<file path="src/rtl/ts_link_monitor_if.sv">
// Link-side bundle for ts_link_monitor: raw lane word in, lock status, payload and counters out.
// master = lane source / slow-control side, slave = the monitor.
interface ts_link_monitor_if #(
  parameter int unsigned CNT_WIDTH = 16
);
  logic [15:0]          rx_d;
  logic [1:0]           rx_k;
  logic                 rx_err;
  logic                 clear_cnt;
  logic                 locked;
  logic                 align;
  logic [7:0]           pay_d;
  logic                 pay_valid;
  logic [CNT_WIDTH-1:0] code_err_cnt;
  logic [CNT_WIDTH-1:0] seq_err_cnt;
  logic [CNT_WIDTH-1:0] unlock_cnt;

  modport master (
    output rx_d, rx_k, rx_err, clear_cnt,
    input  locked, align, pay_d, pay_valid, code_err_cnt, seq_err_cnt, unlock_cnt
  );

  modport slave (
    input  rx_d, rx_k, rx_err, clear_cnt,
    output locked, align, pay_d, pay_valid, code_err_cnt, seq_err_cnt, unlock_cnt
  );
endinterface

</file>
<file path="src/rtl/ts_link_monitor.sv">
// K28.5 comma alignment, hunt/verify/locked tracking and link statistics for one rx lane.
// Define TS_LINK_SEQ_CHECK_EN to build the payload sequence checker and seq_err_cnt.
module ts_link_monitor #(
  parameter int unsigned LOCK_COUNT   = 16,
  parameter int unsigned UNLOCK_COUNT = 4,
  parameter int unsigned CNT_WIDTH    = 16
) (
  input  logic               rx_clk,
  input  logic               reset,
  ts_link_monitor_if.slave   link_io
);

  localparam logic [1:0] StHunt   = 2'd0;
  localparam logic [1:0] StVerify = 2'd1;
  localparam logic [1:0] StLocked = 2'd2;

  localparam logic [7:0] LockCnt   = 8'(LOCK_COUNT);
  localparam logic [7:0] UnlockCnt = 8'(UNLOCK_COUNT);
  localparam logic [7:0] Comma     = 8'hBC;

  localparam logic [CNT_WIDTH-1:0] CntOne = {{(CNT_WIDTH-1){1'b0}}, 1'b1};

  function automatic logic [CNT_WIDTH-1:0] sat_inc(input logic [CNT_WIDTH-1:0] v);
    return (&v) ? v : v + CntOne;
  endfunction

  logic [1:0]           state_q, state_d;
  logic                 align_q, align_d;
  logic [7:0]           good_cnt_q, good_cnt_d;
  logic [7:0]           miss_cnt_q, miss_cnt_d;
  logic [7:0]           prev_d_hi_q;
  logic                 prev_k_hi_q;
  logic                 prev_err_q;
  logic [7:0]           pay_d_q, pay_d_d;
  logic                 pay_valid_q, pay_valid_d;
  logic [CNT_WIDTH-1:0] code_err_q, code_err_d;
  logic [CNT_WIDTH-1:0] unlock_q, unlock_d;
  logic                 unlock_inc;

  logic [15:0] al_d;
  logic [1:0]  al_k;
  logic        al_err;
  logic        al_good;
  logic        hunt_lo, hunt_hi;

  // With align=1 the word straddles two cycles: byte 0 comes from the stage register.
  always_comb begin
    if (align_q) begin
      al_d   = {link_io.rx_d[7:0], prev_d_hi_q};
      al_k   = {link_io.rx_k[0], prev_k_hi_q};
      al_err = link_io.rx_err | prev_err_q;
    end else begin
      al_d   = link_io.rx_d;
      al_k   = link_io.rx_k;
      al_err = link_io.rx_err;
    end
    al_good = (al_k == 2'b01) && (al_d[7:0] == Comma) && !al_err;
  end

  assign hunt_lo = (link_io.rx_k == 2'b01) && (link_io.rx_d[7:0] == Comma);
  assign hunt_hi = (link_io.rx_k == 2'b10) && (link_io.rx_d[15:8] == Comma);

  always_comb begin
    state_d     = state_q;
    align_d     = align_q;
    good_cnt_d  = good_cnt_q;
    miss_cnt_d  = miss_cnt_q;
    pay_d_d     = al_d[15:8];
    pay_valid_d = 1'b0;
    unlock_inc  = 1'b0;
    case (state_q)
      StHunt: begin
        if (hunt_lo || hunt_hi) begin
          align_d    = hunt_hi;
          good_cnt_d = 8'd1;
          state_d    = StVerify;
        end
      end
      StVerify: begin
        if (al_good) begin
          good_cnt_d = good_cnt_q + 8'd1;
          if (good_cnt_d == LockCnt) begin
            state_d    = StLocked;
            miss_cnt_d = 8'd0;
          end
        end else begin
          state_d = StHunt;
        end
      end
      StLocked: begin
        if (al_good) begin
          miss_cnt_d  = 8'd0;
          pay_valid_d = 1'b1;
        end else begin
          miss_cnt_d = miss_cnt_q + 8'd1;
          if (miss_cnt_d == UnlockCnt) begin
            state_d    = StHunt;
            unlock_inc = 1'b1;
          end
        end
      end
      default: state_d = StHunt;
    endcase
  end

  // Clear beats a same-cycle increment.
  always_comb begin
    code_err_d = link_io.clear_cnt ? '0 :
                 link_io.rx_err    ? sat_inc(code_err_q) : code_err_q;
    unlock_d   = link_io.clear_cnt ? '0 :
                 unlock_inc        ? sat_inc(unlock_q) : unlock_q;
  end

  always_ff @(posedge rx_clk) begin
    if (reset) begin
      state_q     <= StHunt;
      align_q     <= 1'b0;
      good_cnt_q  <= 8'd0;
      miss_cnt_q  <= 8'd0;
      prev_d_hi_q <= 8'd0;
      prev_k_hi_q <= 1'b0;
      prev_err_q  <= 1'b0;
      pay_d_q     <= 8'd0;
      pay_valid_q <= 1'b0;
      code_err_q  <= '0;
      unlock_q    <= '0;
    end else begin
      state_q     <= state_d;
      align_q     <= align_d;
      good_cnt_q  <= good_cnt_d;
      miss_cnt_q  <= miss_cnt_d;
      prev_d_hi_q <= link_io.rx_d[15:8];
      prev_k_hi_q <= link_io.rx_k[1];
      prev_err_q  <= link_io.rx_err;
      pay_d_q     <= pay_d_d;
      pay_valid_q <= pay_valid_d;
      code_err_q  <= code_err_d;
      unlock_q    <= unlock_d;
    end
  end

`ifdef TS_LINK_SEQ_CHECK_EN
  logic                 seq_seeded_q, seq_seeded_d;
  logic [7:0]           seq_last_q, seq_last_d;
  logic [CNT_WIDTH-1:0] seq_err_q, seq_err_d;
  logic                 seq_miss;

  // A mismatch reseeds from the received byte; it never affects lock tracking.
  always_comb begin
    seq_seeded_d = seq_seeded_q;
    seq_last_d   = seq_last_q;
    seq_miss     = 1'b0;
    if (state_q != StLocked) begin
      seq_seeded_d = 1'b0;
    end else if (al_good) begin
      seq_miss     = seq_seeded_q && (al_d[15:8] != seq_last_q + 8'd1);
      seq_seeded_d = 1'b1;
      seq_last_d   = al_d[15:8];
    end
    seq_err_d = link_io.clear_cnt ? '0 :
                seq_miss          ? sat_inc(seq_err_q) : seq_err_q;
  end

  always_ff @(posedge rx_clk) begin
    if (reset) begin
      seq_seeded_q <= 1'b0;
      seq_last_q   <= 8'd0;
      seq_err_q    <= '0;
    end else begin
      seq_seeded_q <= seq_seeded_d;
      seq_last_q   <= seq_last_d;
      seq_err_q    <= seq_err_d;
    end
  end

  assign link_io.seq_err_cnt = seq_err_q;
`else
  assign link_io.seq_err_cnt = '0;
`endif

  assign link_io.locked       = (state_q == StLocked);
  assign link_io.align        = align_q;
  assign link_io.pay_d        = pay_d_q;
  assign link_io.pay_valid    = pay_valid_q;
  assign link_io.code_err_cnt = code_err_q;
  assign link_io.unlock_cnt   = unlock_q;

endmodule

</file>
<file path="src/flat_wrapper.sv">
// flat-port wrapper written by rule: the top's interface ports become plain ports
module ts_link_monitor_flat 
#(
  parameter int unsigned LOCK_COUNT   = 16,
  parameter int unsigned UNLOCK_COUNT = 4,
  parameter int unsigned CNT_WIDTH    = 16
)
  (rx_clk, reset, link_io_rx_d, link_io_rx_k, link_io_rx_err, link_io_clear_cnt, link_io_locked, link_io_align, link_io_pay_d, link_io_pay_valid, link_io_code_err_cnt, link_io_seq_err_cnt, link_io_unlock_cnt);
  ts_link_monitor_if #(.CNT_WIDTH(CNT_WIDTH)) link_io_i ();
  input  logic rx_clk;
  input  logic reset;
  input wire logic [$bits(link_io_i.rx_d)-1:0] link_io_rx_d;
  input wire logic [$bits(link_io_i.rx_k)-1:0] link_io_rx_k;
  input wire logic [$bits(link_io_i.rx_err)-1:0] link_io_rx_err;
  input wire logic [$bits(link_io_i.clear_cnt)-1:0] link_io_clear_cnt;
  output wire logic [$bits(link_io_i.locked)-1:0] link_io_locked;
  output wire logic [$bits(link_io_i.align)-1:0] link_io_align;
  output wire logic [$bits(link_io_i.pay_d)-1:0] link_io_pay_d;
  output wire logic [$bits(link_io_i.pay_valid)-1:0] link_io_pay_valid;
  output wire logic [$bits(link_io_i.code_err_cnt)-1:0] link_io_code_err_cnt;
  output wire logic [$bits(link_io_i.seq_err_cnt)-1:0] link_io_seq_err_cnt;
  output wire logic [$bits(link_io_i.unlock_cnt)-1:0] link_io_unlock_cnt;
  assign link_io_i.rx_d = link_io_rx_d;
  assign link_io_i.rx_k = link_io_rx_k;
  assign link_io_i.rx_err = link_io_rx_err;
  assign link_io_i.clear_cnt = link_io_clear_cnt;
  assign link_io_locked = link_io_i.locked;
  assign link_io_align = link_io_i.align;
  assign link_io_pay_d = link_io_i.pay_d;
  assign link_io_pay_valid = link_io_i.pay_valid;
  assign link_io_code_err_cnt = link_io_i.code_err_cnt;
  assign link_io_seq_err_cnt = link_io_i.seq_err_cnt;
  assign link_io_unlock_cnt = link_io_i.unlock_cnt;
  ts_link_monitor #(.LOCK_COUNT(LOCK_COUNT), .UNLOCK_COUNT(UNLOCK_COUNT), .CNT_WIDTH(CNT_WIDTH)) u_core (.rx_clk(rx_clk), .reset(reset), .link_io(link_io_i));
endmodule
</file>
<file path="config.mk">
export PLATFORM = sky130hd
export DESIGN_NAME = ts_link_monitor_flat
export DESIGN_NICKNAME = d
export VERILOG_FILES = /design/src/rtl/ts_link_monitor_if.sv /design/src/rtl/ts_link_monitor.sv /design/src/flat_wrapper.sv
export SDC_FILE = /design/constraint.sdc
export NUM_CORES = 1
export LEC_CHECK = 0
export ABC_AREA = 1
export BUFFER_PORTS_ARGS = -buffer_cell sky130_fd_sc_hd__buf_2
export CORE_ASPECT_RATIO = 0.7
export CORE_UTILIZATION = 55
export CTS_BUF_LIST = sky130_fd_sc_hd__clkbuf_16
export DETAILED_ROUTE_END_ITERATION = 8
export MAX_ROUTING_LAYER = met4
export PLACE_DENSITY = 0.9
export SYNTH_ARGS = -nofsm -noshare
export SYNTH_HDL_FRONTEND = slang
export SYNTH_SLANG_ARGS = --single-unit
export TNS_END_PERCENT = 10
</file>
<file path="constraint.sdc">
create_clock -name rx_clk -period 2.21 [get_ports rx_clk]
set_input_delay 0.221 -clock rx_clk [delete_from_list [all_inputs] [get_ports rx_clk]]
set_output_delay 0.221 -clock rx_clk [all_outputs]
set_load 0.1 [all_outputs]
</file>
==> Yosys cells after proc, flatten, opt, wreduce, memory -nomap -nowiden <==
Index checks and enable logic that the tools add are counted.
{ "classes": {"addsub": 4, "multipliers": 0, "n_div": 0, "order_cmp": 0, "n_eq_ne": 16, "n_shift": 0, "muxes": 20, "bitwise_logic": 4, "n_reduce_logical": 19} }
{ "ops": {"columns": ["cell", "n"], "rows": [
  ["$mux 8", 5],
  ["$add 16x1->16 const B", 2],
  ["$pmux 8 s2", 2],
  ["$reduce_and 16->1", 2],
  ["$eq 8x8->1 const B", 3],
  ["$add 8x1->8 const B", 2],
  ["$mux 16", 1],
  ["$mux 2", 6],
  ["$eq 8x3->1 const B", 1],
  ["$eq 8x5->1 const B", 1],
  ["$ne 2x1->1 const B", 4],
  ["$eq 2x1->1 const B", 3],
  ["$pmux 2 s3", 1],
  ["$reduce_and 2->1", 3],
  ["$reduce_and 3->1", 2],
  ["$mux 1", 5],
  ["$eq 2x2->1 const B", 2],
  ["$logic_and 1x1->1", 4],
  ["$reduce_and 4->1", 1],
  ["$reduce_bool 2->1", 2],
  ["$reduce_or 2->1", 2],
  ["$ne 3x3->1 const B", 1],
  ["$not 1->1", 3],
  ["$logic_not 2->1", 1],
  ["4 further kinds", 4]
]} }
{ "totals": {"regBits": 70, "latchBits": 0, "ramBits": 0, "mem_bits_ro": 0, "in_bits": 22, "output_inout_bits": 59, "elab_cells": 74, "n_memories": 0} }

==> Longest topological paths before layout <==
Gate-level depths: netlist of run 1.
{ "logic_depth": {"depth_word": 7, "ltp_mapped": 14, "ltp_nobuf": 14} }

==> Least setup slack after synthesis of run 1 <==
Ideal clock, no wire load.
{ "synth_path": {"kind": "reg2reg", "start": "register u_core.unlock_q[1], in the netlist u_core.link_io.unlock_cnt[1]", "end": "register u_core.unlock_q[9], in the netlist u_core.link_io.unlock_cnt[9]", "setup_time_ns": 0.071, "t_arrival_ns": 2.314, "t_required_ns": 2.139, "path_slack_ns": -0.176, "stages_incl_launch_ff": 9, "n_path_buf": 1, "synth_period_minus_slack_ns": 2.386, "cell_sequence": "dfxtp_1 > ha_1 > nand3_1 > nor2_2 > nand4_4 > nand3_4 > buf_6 > nand2_1 > a21oi_1"} }
{ "synth_between": {"elab_chain_cells": 3, "elab_cells_between_ends": 4, "classes_between": "add/sub: 1; bitwise: 1; reduce/logical: 2"} }
{ "synth_rtl": {"columns": ["element", "line_no", "text"], "rows": [
  ["start: declaration", "ts_link_monitor.sv:37", "logic [CNT_WIDTH-1:0] unlock_q, unlock_d;"],
  ["start signal: assignment", "ts_link_monitor.sv:138", "unlock_q <= unlock_d;"],
  ["branches (longest 3 deep; another with $add 16x1->16)", null, null]
]} }
Parallel ways; which one is timed is not known.
A chain may end at the register's enable or synchronous reset.

==> Final worst setup path of run 1 <==
{ "layout_path": {"start": "register u_core.miss_cnt_q[0]", "end": "register u_core.unlock_q[10], in the netlist u_core.link_io.unlock_cnt[10]"} }
{ "layout_between": {"elab_chain_cells": 6} }
{ "layout_rtl": {"columns": ["element", "line_no", "text"], "rows": [
  ["start: declaration", "ts_link_monitor.sv:30", "logic [7:0] miss_cnt_q, miss_cnt_d;"],
  ["start signal: assignment", "ts_link_monitor.sv:131", "miss_cnt_q <= miss_cnt_d;"],
  ["$add 8x1->8", "ts_link_monitor.sv:95", "miss_cnt_d = miss_cnt_q + 8'd1;"],
  ["$eq 8x3->1", "ts_link_monitor.sv:96", "if (miss_cnt_d == UnlockCnt) begin"],
  ["$mux 1", "ts_link_monitor.sv:96", null],
  ["$mux 1", "ts_link_monitor.sv:91", "if (al_good) begin"],
  ["$mux 1", "ts_link_monitor.sv:71", "case (state_q)"],
  ["$reduce_and 2->1 (no source line)", null, null]
]} }
No other way between the ends.

==> impl_metrics.sql, run 1 <==
INSERT INTO impl_metrics (metric_group, metric, value, unit) VALUES
('placed_design', 'gp_congestion', '0.945', ''),
('sta', 'finalMaxSlewViolations', '0', ''),
('sta', 'finalSetupViolations', '0', ''),
('sta', 'rsz0062_at_grt', 'no', ''),
('clock_tree', 'cts_sinks', '70', ''),
('critical_path', 'critical-path-max-stage-delay', '0.35', 'ns'),
('worst_hold_path', 'hold_path_startpoint', 'link_io_rx_d[9]', ''),
('sta', 'slew_headroom', '62.7', '%'),
('critical_path', 'worstSetupStartpoint', 'u_core.miss_cnt_q[0]', ''),
('grt', 'global_route_wire_length_before_repair', '15.2', 'mm'),
('power', 'power.share.switching', '39.4', '%'),
('final_layout', 'fin_util', '66.6', '%'),
('final_layout', 'layout-area-overhead-vs-synth', '16.5', '%'),
('grt', 'number_of_antenna_violations_at_the_first_check_in_global_routing', '0', ''),
('route', 'detail_route.drc_violations', '0', ''),
('sta', 'min_period', '2.07', 'ns'),
('power', 'power_switching', '1710', 'uW'),
('route', 'drt-initial-drc-count', '283', ''),
('floorplanning', 'die_width', '102', 'um'),
('yosys', 'synthesis.instances', '556', ''),
('route', 'postRouteWirelength', '9.67', 'mm'),
('grt', 'overflow', '0', ''),
('placed_design', 'number_of_instances_in_the_placed_design', '704', ''),
('power', 'power.clock.fraction', '33.9', '%'),
('route', 'topRoutingLayerUsed', 'met4', ''),
('clock_tree', 'cts.reportedPaths.clkPinSlew', '0.06', 'ns'),
('placed_design', 'dpl-instance-area', '4190', 'sq um'),
('critical_path', 'critical_path_peak_fanout', '15', ''),
('floorplanning', 'core_region_area', '6760', 'sq um'),
('worst_hold_path', 'worst_hold_path_type', 'input pin to flip-flop', ''),
('floorplanning', 'floorplan.initialDensity', '57.2', '%'),
('sta', 'layout_worst_path_cycle_share', '93.5', '%'),
('clock_tree', 'cts_buffers', '9', ''),
('critical_path', 'crit_family', 'simple AND/OR/NAND/NOR gates', ''),
('grt', 'grt_util_all_layers', '27.1', '%'),
('floorplanning', 'placement_rows', '25', ''),
('yosys', 'synth-edff-count', '0', ''),
('yosys', 'synthesis.area_per_instance', '6.95', 'sq um'),
('yosys', 'postSynth.topFlopCell', 'sky130_fd_sc_hd__dfxtp_1', ''),
('outcome', 'outcome', 'finished clean', ''),
('sta', 'hold_slack', '0.137', 'ns'),
('floorplanning', 'die-area', '7370', 'sq um'),
('sta', 'max_clock_freq', '484', 'MHz'),
('final_layout', 'num-nets-final', '651', ''),
('sta', 'finClkSkew', '0.00834', 'ns'),
('final_layout', 'finalNonFillerCells', '720', ''),
('yosys', 'ys.warnings.count', '0', ''),
('yosys', 'synth.top_cells.by_area', 'sky130_fd_sc_hd__dfxtp_1 (36%), sky130_fd_sc_hd__nand2_1 (11%), sky130_fd_sc_hd__nor2_1 (8.2%)', ''),
('grt', 'grt_pass1_vias', '3454', ''),
('critical_path', 'cp_cell_sequence', 'ha_1, nand2_1, inv_2, nor2_1, nand2_1, nor2_2, nand2_4, nor2_8, nand3_4, o21bai_2, inv_1, nor2_1', ''),
('critical_path', 'worst-endpoint-required', '2.48', 'ns'),
('route', 'routed-via-count', '3874', ''),
('clock_tree', 'tritoncts', 'yes', ''),
('clock_tree', 'cts-hold-fix-buffers', '0', ''),
('sta', 'finalHoldViolCount', '0', ''),
('yosys', 'mappedNetlistArea', '3860', 'sq um'),
('clock_tree', 'clkLatencyLatePin', '0.33', 'ns'),
('power', 'internal-power', '2620', 'uW'),
('yosys', 'synth-seq-area-share', '36.3', '%'),
('route', 'detailedRoute.firstPassIterationCount', '5', ''),
('power', 'power_density', '962', 'nW/um^2'),
('power', 'sequential_power_share', '35.0', '%'),
('route', 'detailroute.wirelength.met2', '4.67', 'mm'),
('critical_path', 'cp_num_buf_inv', '2', ''),
('critical_path', 'critical_path.endpoint_type', 'flip-flop', ''),
('clock_tree', 'clockBufferDepth', '2', ''),
('yosys', 'commonest_cells_post_synth', 'sky130_fd_sc_hd__nand2_1 (109), sky130_fd_sc_hd__nor2_1 (84), sky130_fd_sc_hd__dfxtp_1 (70)', ''),
('route', 'wirelength_met1', '4.12', 'mm'),
('placed_design', 'port_buffers', '64', ''),
('route', 'avgRoutedWirePerCell', '13.4', 'um'),
('clock_tree', 'cts_max_level', '3', '');
stage by stage:
| step | setup WS, ns | setup TNS [ns] | power (uW) |
|---|---|---|---|
| detailed placement | 0.217 | 0 | 2830 |
| floorplan | -0.0178 | -0.0178 | 2610 |
| global placement | 0.313 | 0 | 2770 |
| finish | 0.143 | 0 | 4330 |
| global route | 0.00523 | 0 | 4510 |
| CTS | 0.180 | 0 | 4300 |
power groups by stage:
stage                     combinational [uW]  clock [uW]  sequential, uW
after detailed placement                1300           0            1530
after global placement                  1250           0            1520
final                                   1350        1470            1520
after floorplan                         1040           0            1570
after CTS                               1320        1470            1510
after global routing                    1450        1530            1530
cell usage in the layout (no fill, tap or decap), drive strengths merged, types with 16 or more instances in the layout:
master / netlist / layout
o21ai: 33 / 33
nand2: 115 / 115
nand4: 24 / 24
inv: 68 / 70
nand3: 36 / 36
nor2: 91 / 91
dfxtp: 70 / 70
a21oi: 42 / 42
conb: 1 / 16
buf: 22 / 68
sequential cells by signal (all words and copies together), names as in the netlist:
register / flops
u_core.link_io.code_err_cnt: 16
u_core.miss_cnt_q: 8
u_core.link_io.pay_d: 8
u_core.link_io.unlock_cnt: 16
u_core.state_q: 2
u_core.prev_d_hi_q: 8
u_core.prev_k_hi_q: 1
u_core.prev_err_q: 1
u_core.link_io.pay_valid: 1
u_core.good_cnt_q: 8
u_core.link_io.align: 1
logic make-up (layout without fill, tap and decap cells):
family,after synthesis,in the layout,share of synthesized area (%)
AO/OA/AOI/OAI,81,81,11.2
buffers and inverters,99,154,12.0
flip-flops,70,70,36.3
adder cells (fa/ha/maj),8,8,2.59
AND/OR/NAND/NOR,282,282,34.4
other,1,16,0.0971
XOR/XNOR,15,15,3.40
layout make-up:
cell class,instances,area (sq um)
well taps,94,118
flip-flops and latches,70,1410
inverters,70,264
multi-input cells,402,2050
clock buffers,9,225
clock inverters,7,80.1
repair buffers,68,350
fillers,544,2260
worst min-delay path, delay by kind of cell:
kind / cells / cell delay, ns
buffers and inverters: 2 / 0.13
AND/OR/NAND/NOR: 1 / 0.08
routing by layer:
layer	vias up	track usage, %
li1	1894	-
met1	1757	31.0
met2	197	45.6
met3	26	6.94
met4	0	10.6
met5	-	-
final timing paths:
check	depth (start not counted)	slack, ns	to
setup / recovery	12	0.14	u_core.link_io.unlock_cnt[10]
hold reg to reg	2	0.49	u_core.good_cnt_q[7]
hold / removal	3	0.14	u_core.prev_d_hi_q[1]
setup reg to reg	12	0.14	u_core.link_io.unlock_cnt[10]
No activity file was read; power rests on OpenSTA's default activity.
==> run 2, diff against run 1 <==
Settings changed: CTS_BUF_LIST sky130_fd_sc_hd__clkbuf_16 to sky130_fd_sc_hd__clkbuf_8 sky130_fd_sc_hd__clkbuf_16.
==> run 2 against run 1 <==
Count of clock-buffer cells in the layout unchanged. Combinational power about the same. Die area unchanged. Clock skew increased by 0.0059 ns. Sequential share of layout area increased by 0.72 points. Register-to-register slack improved by 0.02 ns. Critical endpoint unchanged.
==> impl_metrics.sql, run 2 (synthesis gave the netlist of run 1 again) <==
INSERT INTO impl_metrics (metric_group, metric, value, unit) VALUES
('sta', 'rsz0062_at_grt', 'no', ''),
('final_layout', 'ff_latch_area', '1410', 'sq um'),
('power', 'cellLeakagePower', '0.00196', 'uW'),
('route', 'vias_per_cell', '5.38', ''),
('power', 'sequential_power_share', '38.5', '%'),
('clock_tree', 'cts_setup_buffers', '0', ''),
('power', 'power_density', '891', 'nW/um^2'),
('clock_tree', 'clkLatencyLatePin', '0.36', 'ns'),
('clock_tree', 'cts_buffers', '9', ''),
('grt', 'grt_pass1_vias', '3412', ''),
('sta', 'finalSetupViolations', '0', ''),
('final_layout', 'num-nets-final', '651', ''),
('placed_design', 'place.detailed.hpwl', '6.70', 'mm'),
('floorplanning', 'num_io_pins', '81', ''),
('grt', 'largest_net_degree_at_the_start_of_global_routing', '21', ''),
('sta', 'finClkSkew', '0.0142', 'ns'),
('grt', 'grtUsageMet2', '43.3', '%'),
('critical_path', 'startpoint_type', 'flip-flop', ''),
('sta', 'worst_slack', '0.159', 'ns'),
('placed_design', 'port_buffers', '64', ''),
('clock_tree', 'clockRootBuffer', 'sky130_fd_sc_hd__clkbuf_8', ''),
('placed_design', 'dpl-instance-area', '4190', 'sq um'),
('outcome', 'outcome', 'finished clean', ''),
('grt', 'grt_util_all_layers', '26.5', '%'),
('placed_design', 'placement.setup.worst_slack', '0.217', 'ns'),
('floorplanning', 'die_width', '102', 'um'),
('critical_path', 'worst-setup-path-type', 'flip-flop to flip-flop', ''),
('critical_path', 'critical_path.endpoint_type', 'flip-flop', ''),
('worst_hold_path', 'hold_depth', '3', ''),
('clock_tree', 'cts_max_level', '3', ''),
('power', 'max-vdd-ir-drop', '0.000469', 'V'),
('final_layout', 'n_antenna_cell', '0', ''),
('clock_tree', 'cts.reportedPaths.clkPinSlew', '0.09', 'ns'),
('clock_tree', 'tritoncts', 'yes', ''),
('sta', 'min_period', '2.05', 'ns'),
('floorplanning', 'floorplan.initialDensity', '57.2', '%'),
('route', 'drt-initial-drc-count', '281', ''),
('final_layout', 'leading_cell_type_in_the_layout_fill_and_taps_excluded', 'sky130_fd_sc_hd__nand2_1', ''),
('grt', 'number_of_antenna_violations_at_the_first_check_in_global_routing', '0', ''),
('route', 'postRouteWirelength', '9.38', 'mm'),
('final_layout', 'multi_input_area', '2050', 'sq um'),
('power', 'power.share.switching', '42.2', '%'),
('critical_path', 'timing.reg2reg.worst_path_depth', '12', ''),
('flow_run', 'number_of_maximum_capacitance_constraint_violations', '0', ''),
('route', 'avgRoutedWirePerCell', '13.0', 'um'),
('floorplanning', 'core_region_area', '6760', 'sq um'),
('power', 'power_switching', '1650', 'uW'),
('clock_tree', 'cts.repair.resized', '0', ''),
('floorplanning', 'vertical_die_dimension', '72.1', 'um'),
('sta', 'finalMaxSlewViolations', '0', ''),
('grt', 'overflow', '0', ''),
('route', 'detailedRoute.firstPassIterationCount', '5', ''),
('grt', 'global_route.peak_usage_layer', 'met2', ''),
('clock_tree', 'cts_sinks', '70', ''),
('grt', 'use_met1', '30.6', '%'),
('sta', 'max_clock_freq', '487', 'MHz'),
('critical_path', 'worst-endpoint-required', '2.51', 'ns'),
('clock_tree', 'clockBufferDepth', '2', ''),
('sta', 'hold_slack', '0.101', 'ns'),
('placed_design', 'gp_congestion', '0.945', ''),
('final_layout', 'most_frequent_cells_in_the_layout', 'sky130_fd_sc_hd__nand2_1 (109), sky130_fd_sc_hd__nor2_1 (84), sky130_fd_sc_hd__inv_1 (67), sky130_fd_sc_hd__dfxtp_1 (65), sky130_fd_sc_hd__buf_2 (64)', ''),
('critical_path', 'worst-endpoint-arrival', '2.35', 'ns'),
('sta', 'layout_worst_path_cycle_share', '92.8', '%'),
('power', 'combPwrFrac', '34.1', '%'),
('final_layout', 'fillers', '559', ''),
('power', 'internal-power', '2270', 'uW'),
('final_layout', 'drive_gt1_share', '18.5', '%'),
('route', 'postRouteAntennaNets', '0', ''),
('sta', 'slew_headroom', '63.1', '%'),
('route', 'routed-via-count', '3874', ''),
('final_layout', 'final_design_area_no_fill', '4400', 'sq um'),
('sta', 'finalHoldViolCount', '0', ''),
('grt', 'global_route_wire_length_before_repair', '14.8', 'mm'),
('worst_hold_path', 'worst_hold_path_type', 'input pin to flip-flop', ''),
('final_layout', 'layout-area-overhead-vs-synth', '13.8', '%'),
('sta', 'worst-slew-pin-transition', '0.552', 'ns'),
('grt', 'met3_usage', '6.55', '%'),
('critical_path', 'critical_path_peak_fanout', '15', ''),
('clock_tree', 'cts-hold-fix-buffers', '0', ''),
('floorplanning', 'placement_rows', '25', ''),
('power', 'power.clock.fraction', '27.4', '%'),
('route', 'detail_route.drc_violations', '0', ''),
('floorplanning', 'die-area', '7370', 'sq um');
[run 2: power groups by stage]
stage | Clock, uW | Sequential [uW] | Combinational, uW
final | 1070 | 1510 | 1340
after global routing | 1130 | 1520 | 1440
after CTS | 1070 | 1500 | 1310
after detailed placement | 0 | 1530 | 1300
after global placement | 0 | 1520 | 1250
after floorplan | 0 | 1570 | 1040
[run 2: final cells by class]
cell class	count	share of cell area [%]
Multi-Input combinational cell	402	46.7
Sequential cell	70	32.0
Timing Repair Buffer	68	7.97
Inverter	70	6.00
Clock buffer	9	2.82
Tap cell	94	2.68
Clock inverter	7	1.82
[run 2: path summary, 6_finish.rpt]
check,to,slack (ns),startpoint
worst max-delay path,u_core.link_io.unlock_cnt[10],0.16,u_core.miss_cnt_q[0]
worst min-delay path,u_core.prev_d_hi_q[0],0.10,link_io_rx_d[8]
worst max register to register,u_core.link_io.unlock_cnt[10],0.16,u_core.miss_cnt_q[0]
worst min register to register,u_core.good_cnt_q[7],0.49,u_core.good_cnt_q[7]
[run 2: worst max-delay path, stage by stage (launching register included)]
cell and delay, ns:
sky130_fd_sc_hd__dfxtp_1 0.35, sky130_fd_sc_hd__ha_1 0.22, sky130_fd_sc_hd__nand2_1 0.12, sky130_fd_sc_hd__inv_2 0.07, sky130_fd_sc_hd__nor2_1 0.11, sky130_fd_sc_hd__nand2_1 0.08, sky130_fd_sc_hd__nor2_2 0.16, sky130_fd_sc_hd__nand2_4 0.09
sky130_fd_sc_hd__nor2_8 0.23, sky130_fd_sc_hd__nand3_4 0.25, sky130_fd_sc_hd__o21bai_2 0.19, sky130_fd_sc_hd__inv_1 0.06, sky130_fd_sc_hd__nor2_1 0.07
[run 2: per-layer routing]
layer | up-vias | share of wire [%]
li1 | 1895 | -
met1 | 1773 | 43
met2 | 177 | 48
met3 | 29 | 7.0
met4 | 0 | 2.6
met5 | - | 0
[run 2: through the flow]
| stage | power (uW) | utilization, % | setup TNS, ns | cells |
|---|---|---|---|---|
| after global routing | 4100 | 65.1 | 0 | 720 |
| after detailed placement | 2830 | 62.1 | 0 | 704 |
| after CTS | 3890 | 65.1 | 0 | 720 |
| after global placement | 2770 | 62.1 | 0 | 704 |
| final | 3920 | 65.1 | 0 | 720 |
| after floorplan | 2610 | - | -0.0178 | 571 |
